===== config.mk =====
export PLATFORM = sky130hd
export DESIGN_NAME = led_pwm_seq
export DESIGN_NICKNAME = d
export VERILOG_FILES = /design/src/rtl/led_pwm_seq.sv
export SDC_FILE = /design/constraint.sdc
export NUM_CORES = 1
export LEC_CHECK = 0
export BUFFER_PORTS_ARGS = -buffer_cell sky130_fd_sc_hd__buf_2
export CAP_MARGIN = 10
export CORE_AREA = 2 2 98 100
export CTS_CLUSTER_SIZE = 10
export DETAILED_ROUTE_END_ITERATION = 12
export DIE_AREA = 0 0 100 102
export PLACE_DENSITY = 0.62
export SLEW_MARGIN = 20
export SYNTH_ARGS = -nofsm -noshare
export SYNTH_HDL_FRONTEND = slang
export SYNTH_SLANG_ARGS = --single-unit

===== constraint.sdc =====
create_clock -name clk -period 3.9 [get_ports clk]
set_clock_uncertainty 0.15 [all_clocks]
set_input_delay 0.975 -clock clk [delete_from_list [all_inputs] [get_ports clk]]
set_output_delay 0.975 -clock clk [all_outputs]
set_load 0.01 [all_outputs]

===== src/rtl/led_pwm_seq.sv =====
// led_pwm_seq: three-channel LED PWM driver with a six-state colour wheel.
// A free-running counter sets the PWM period. Each upstream step strobe
// ramps one channel up or down. Working duties are copied into shadow
// registers only at the period boundary, so a step never produces a
// glitch part-way through a period.
// Optional build macro LED_PWM_GAMMA_EN: the shadow registers hold the
// gamma-corrected duty (d*d)>>PWM_BITS instead of the linear duty.
module led_pwm_seq #(
  parameter int PWM_BITS       = 8,
  parameter bit LED_ACTIVE_LOW = 1'b1
) (
  input  logic       clk,
  input  logic       rst_n,
  input  logic       en,
  input  logic       step_i,
  output logic       led_r,
  output logic       led_g,
  output logic       led_b,
  output logic [2:0] phase_o
);

  localparam logic [PWM_BITS-1:0] MAX = '1;

  typedef enum logic [2:0] {
    G_UP = 3'd0, R_DN = 3'd1, B_UP = 3'd2, G_DN = 3'd3, R_UP = 3'd4, B_DN = 3'd5
  } phase_t;

  phase_t              state;
  logic [PWM_BITS-1:0] pwm_cnt;
  logic [PWM_BITS-1:0] duty_r, duty_g, duty_b;
  logic [PWM_BITS-1:0] sh_r, sh_g, sh_b;
  logic [PWM_BITS-1:0] act, act_nxt;
  logic                up, hit, period_end;

  assign period_end = (pwm_cnt == MAX);
  assign phase_o    = state;

  // Value loaded into a shadow at the period boundary.
  function automatic logic [PWM_BITS-1:0] shade(input logic [PWM_BITS-1:0] d);
`ifdef LED_PWM_GAMMA_EN
    logic [2*PWM_BITS-1:0] sq;
    sq = {{PWM_BITS{1'b0}}, d} * {{PWM_BITS{1'b0}}, d};
    return sq[2*PWM_BITS-1:PWM_BITS];
`else
    return d;
`endif
  endfunction

  // Active channel for the current phase, its saturated next value, and
  // whether this step ends the phase.
  always_comb begin
    act = duty_g;
    up  = 1'b1;
    case (state)
      G_UP:    begin act = duty_g; up = 1'b1; end
      R_DN:    begin act = duty_r; up = 1'b0; end
      B_UP:    begin act = duty_b; up = 1'b1; end
      G_DN:    begin act = duty_g; up = 1'b0; end
      R_UP:    begin act = duty_r; up = 1'b1; end
      B_DN:    begin act = duty_b; up = 1'b0; end
      default: begin act = duty_g; up = 1'b1; end
    endcase
    if (up) act_nxt = (act == MAX) ? MAX : act + 1'b1;
    else    act_nxt = (act == '0)  ? '0  : act - 1'b1;
    hit = up ? (act_nxt == MAX) : (act_nxt == '0);
  end

  // Free-running period counter; it keeps running while en is low.
  always_ff @(posedge clk or negedge rst_n) begin
    if (!rst_n) pwm_cnt <= '0;
    else        pwm_cnt <= pwm_cnt + 1'b1;
  end

  // Colour-wheel sequencer: apply the step to the active duty, and advance
  // the phase on the step where that duty reaches its end value.
  always_ff @(posedge clk or negedge rst_n) begin
    if (!rst_n) begin
      state  <= G_UP;
      duty_r <= MAX;
      duty_g <= '0;
      duty_b <= '0;
    end else if (en && step_i) begin
      case (state)
        G_UP, G_DN: duty_g <= act_nxt;
        R_DN, R_UP: duty_r <= act_nxt;
        default:    duty_b <= act_nxt;
      endcase
      if (hit) state <= (state == B_DN) ? G_UP : phase_t'(state + 3'd1);
    end
  end

  // Shadow load at the period boundary. A step in the same cycle is not
  // seen here because the shadows sample the pre-step duties.
  always_ff @(posedge clk or negedge rst_n) begin
    if (!rst_n) begin
      sh_r <= MAX;
      sh_g <= '0;
      sh_b <= '0;
    end else if (period_end) begin
      sh_r <= shade(duty_r);
      sh_g <= shade(duty_g);
      sh_b <= shade(duty_b);
    end
  end

  // Registered pins: compare the counter against the shadows, blanked while en is low.
  always_ff @(posedge clk or negedge rst_n) begin
    if (!rst_n) begin
      led_r <= LED_ACTIVE_LOW;
      led_g <= LED_ACTIVE_LOW;
      led_b <= LED_ACTIVE_LOW;
    end else if (!en) begin
      led_r <= LED_ACTIVE_LOW;
      led_g <= LED_ACTIVE_LOW;
      led_b <= LED_ACTIVE_LOW;
    end else begin
      led_r <= (pwm_cnt < sh_r) ^ LED_ACTIVE_LOW;
      led_g <= (pwm_cnt < sh_g) ^ LED_ACTIVE_LOW;
      led_b <= (pwm_cnt < sh_b) ^ LED_ACTIVE_LOW;
    end
  end

endmodule


### Word-level counts from Yosys, hierarchy flattened

Index checks and enable logic that the tools add are counted.

* equality and inequality tests: 8
* reductions and logical operators: 13
* $lt $le $gt $ge: 3
* bitwise logic cells: 4
* add/sub/neg operators: 4
* multiplexer cells: 9

Operators by type and width (count)
* $eq A8 B8 Y1 const B: 3
* $lt A8 B8 Y1: 3
* $mux W8: 3
* $add A8 B1 Y8 const B: 2
* $logic_not A8 Y1: 2
* $pmux W8 S2: 1
* $reduce_and A2 Y1: 4
* $sub A8 B1 Y8 const B: 1
* $eq A3 B2 Y1 const B: 2
* $eq A3 B3 Y1 const B: 2
* $reduce_or A2 Y1: 3
* $mux W1: 4
* $not A1 Y1: 4
* $reduce_or A4 Y1: 1
* $add A3 B1 Y3 const B: 1
* $eq A3 B1 Y1 const B: 1
* $logic_not A3 Y1: 1
* $mux W3: 1
* $reduce_or A3 Y1: 1
* $logic_and A1 B1 Y1: 1

* word-level logic and storage cells: 52
* input port bits: 4
* register bits: 62

### Longest topological paths before layout

* word-level depth: 9
* gate-level depth with buffers: 15

### Worst setup path after synthesis

OpenSTA, ideal clock, no wires.

* path kind: register to register
* from: reg state[1] (netlist: phase_o[1])
* to: reg state[1] (netlist: phase_o[1])
* cell stages (with the launch flop): 15
* buffers on the path: 2
* path slack: 0.300 ns
* setup time: 0.128 ns
* required time: 3.622 ns
* period minus slack after synthesis: 3.600 ns
* arrival time: 3.322 ns
* path through: dfrtp_1 buf_6 buf_6 nor2b_1 o21ai_1 o211ai_2 inv_1 ha_1 inv_1 nor4_2 and2_1 nor4_1 or4_4 o32ai_1 mux2_1

* longest elaborated chain between the ends: 9

RTL lines
* start: declaration: line 28 `phase_t state;`
* start signal: assignment: line 88 `if (hit) state <= (state == B_DN) ? G_UP : phase_t'(state + 3'd1);`
* $eq A3 B3 Y1, or another cell as far along: line 54, 88
* $reduce_or A2 Y1 (no source line)
* $pmux W8 S2: line 54 `case (state)`
* $add A8 B1 Y8, or another cell as far along: line 63 `if (up) act_nxt = (act == MAX) ? MAX : act + 1'b1;`
* $mux W8 (on tied branches): line 63, 64
* $mux W8: line 63
* $eq A8 B8 Y1 or $logic_not A8 Y1 (tied branches): line 65 `hit = up ? (act_nxt == MAX) : (act_nxt == '0);`
* $mux W1: line 65
* $reduce_and A2 Y1 (no source line)

Several ways; a longest one is shown, not always the timed one.
A chain may end at the register's enable or synchronous reset.

### Worst setup path in the final report

Ends and elaborated chain as after synthesis.

==> impl_metrics.json <==
{
  "drc": 0,
  "final_util_pct": 49.0,
  "tns_ns": 0,
  "wire_per_inst_um": 16.4,
  "clk_pin_slew_worst_paths_ns": 0.07,
  "p_leak_nw": 1.86,
  "cap_viol_max_count": 0,
  "maxSlewHeadroom_pct": 51.3,
  "outcome": "completed",
  "viasPerCell": 5.59,
  "fmax_mhz": 274,
  "synth_nets": 439,
  "crit_arrival_ns": 3.73,
  "crit_family": "simple AND/OR/NAND/NOR gates",
  "gp_congestion": 0.945,
  "synth.avg_cell_area_um2": 9.77,
  "grt_max_degree": 46,
  "critPathLaunchType": "flip-flop",
  "synth-edff-count": 0,
  "yosysWarnings": 0,
  "setup_ws_ns": 0.244,
  "drt-pass1-iter-count": 5,
  "ys_types": 65,
  "pre_cts_slack_ns": 0.235,
  "overflow": 0,
  "start_util_pct": 43.9,
  "synth_cells": 409,
  "clock_latency_ns": 0.34,
  "numCtsBuffers": 9,
  "syn_area_mm2": 0.00400,
  "clock_tree.buffer_depth": 2,
  "dpl.hpwl_mm": 6.50,
  "period_share_pct": 93.8,
  "crit_type": "flip-flop to flip-flop",
  "max_stage_delay_ns": 0.52,
  "drt_iter0_drc": 154,
  "peakVddDrop_uv": 586,
  "area_growth_pct": 11.7,
  "layout_commonest_cell": "dfrtp_1",
  "stdcell_area_mm2": 0.00447,
  "port_buffers": 9,
  "finalSetupViolCount": 0,
  "finalNetCount": 463,
  "place_area_mm2": 0.00422,
  "cts_root_buffer": "clkbuf_8",
  "cts_sinks": 62,
  "ys_seq_area_share_pct": 39.4,
  "rsz0062_at_grt": "false",
  "die_y_um": 102,
  "grt_pass1_wl_mm": 14.9,
  "cpMaxStageDelayCell": "or4_4",
  "io_pins": 10,
  "die_width_um": 100,
  "path_cells": "buf_4 > nor2b_1 > o21ai_1 > o211ai_2 > inv_1 > ha_1 > inv_1 > nor4_4 > and2_1 > nor4_1 > or4_4 > o32ai_1 > mux2_1",
  "critPathRequiredTime_ns": 3.97,
  "grtUsageMet1_pct": 26.9,
  "ys_ff_latch": 62,
  "grt_pass1_vias": 2885,
  "dieArea_mm2": 0.0102,
  "ctsHoldBuffers": 0,
  "fill_cells": 861,
  "synthArstFlopShare_pct": 100,
  "h-tree-depth": 3,
  "drive_gt1_share_pct": 23.3,
  "worstSetupEndpointType": "flip-flop",
  "cp_max_fo": 11,
  "grt_use_met3_pct": 2.67,
  "ant_nets": 0,
  "track_usage_pct": 19.1,
  "tightest_slew_ns": 0.730,
  "num_rows": 35,
  "ys.flop_type": "dfrtp_1",
  "num_antenna_cells": 0,
  "worstHoldPathType": "flip-flop to flip-flop",
  "post_cts_buffers": 0,
  "maxSlewViolCount": 0,
  "holdWs_ns": 0.354,
  "most-common-layout-cells": "dfrtp_1 (43), nand2_1 (34), inv_1 (32), o21ai_0 (32), ha_1 (26)",
  "period_needed_ns": 3.66,
  "powerDensity_mw_per_mm2": 784,
  "grt_busiest_layer": "met2",
  "antenna_found_initial": 0,
  "routed-via-count": 3071,
  "met2_usage_pct": 29.5,
  "path_buf_inv": 3,
  "hold_viol": 0,
  "routed_wl_mm": 8.98,
  "crit_top_cell": "inv_1",
  "tritoncts": "yes",
  "core_region_area_mm2": 0.00911
}
==> worst paths after layout <==
kind	to	depth (start not counted)	startpoint	slack (ns)
worst max register to register	phase_o[1]$_DFFE_PN0P_	13	phase_o[1]$_DFFE_PN0P_	0.24
worst max-delay path	phase_o[1]$_DFFE_PN0P_	13	phase_o[1]$_DFFE_PN0P_	0.24
max in group asynchronous	duty_r[4]$_DFFE_PN1P_	2	rst_n	2.16
worst min-delay path	sh_r[2]$_DFFE_PN1N_	2	sh_r[2]$_DFFE_PN1N_	0.35
worst min register to register	sh_r[2]$_DFFE_PN1N_	2	sh_r[2]$_DFFE_PN1N_	0.35
min in group asynchronous	pwm_cnt[0]$_DFF_PN0_	1	rst_n	0.54
==> cell type report <==
cell class | instances | area, um2 | share of cell area, %
Timing Repair Buffer | 30 | 203 | 4.54
Multi-Input combinational cell | 297 | 2190 | 49.1
Clock inverter | 3 | 65.1 | 1.46
Clock buffer | 13 | 169 | 3.78
Inverter | 33 | 124 | 2.77
Sequential cell | 62 | 1580 | 35.3
Tap cell | 111 | 139 | 3.11
==> kinds of logic after synthesis <==
logic type / synth area share [%]
and+or+nand+nor: 15.7
AOI/OAI and AO/OA: 22.0
DFF: 39.4
buffers and inverters: 6.20
adders and majority gates: 8.14
muxes: 5.92
xor gates and xnor gates: 2.63
==> per-stage QoR <==
| step | cells | power (W) |
|---|---|---|
| after CTS | 549 | 0.00347 |
| after global routing | 549 | 0.00374 |
| final | 549 | 0.00350 |
| after floorplan | 409 | 0.00229 |
| after detailed placement | 533 | 0.00279 |
| after global placement | 533 | 0.00275 |
==> per-layer routing <==
metal / wire (um) / vias to the layer above / part of all wire, %
met5: 0 / - / 0
met4: 170 / 0 / 1.9
met1: 4490 / 1485 / 50
met3: 245 / 10 / 2.7
li1: - / 1510 / -
met2: 4070 / 66 / 45
==> cell usage after synthesis, types with 7 or more instances <==
cell	count	area share (%)
dfstp_2	19	12
nand3_1	9	1.1
dfrtp_1	43	27
nor2b_1	7	1.1
clkbuf_1	9	0.85
mux2i_1	9	2.3
a21o_1	14	2.6
xnor2_1	7	1.5
nor3_1	12	1.5
o21ai_0	32	4.0
a21oi_1	23	2.9
mux2_2	12	3.4
nand2_1	34	3.2
o21ai_1	7	0.88
nor2_1	24	2.3
inv_1	32	3.0
ha_1	26	8.1
==> registers in the layout (all words and copies together) (netlist names), 3 cells and up <==
register and cells:
duty_b 8, duty_g 8, duty_r 8, phase_o 3
pwm_cnt 8, sh_b 8, sh_g 8, sh_r 8
==> worst reg2reg max path, stage by stage (launching register included) <==
cell and delay [ns]:
dfrtp_1 0.48, buf_4 0.23, nor2b_1 0.13, o21ai_1 0.16
o211ai_2 0.14, inv_1 0.07, ha_1 0.17, inv_1 0.09
nor4_4 0.41, and2_1 0.24, nor4_1 0.09, or4_4 0.53
o32ai_1 0.30, mux2_1 0.35
==> power by group <==
part	internal [W]	total (W)	switching [W]	leakage [nW]
Clock	0.000412	0.000662	0.000250	0.120
Sequential	0.000799	0.000970	0.000172	0.753
Combinational	0.000755	0.00187	0.00112	0.984
Total	0.00197	0.00350	0.00154	1.86
==> timing repair <==
action                                  in CTS  in global routing
endpoints found under the setup margin       0                  1
resized for setup                            0                  2
endpoints found under the hold margin        0                  0
(Power assumes the default switching activity.)
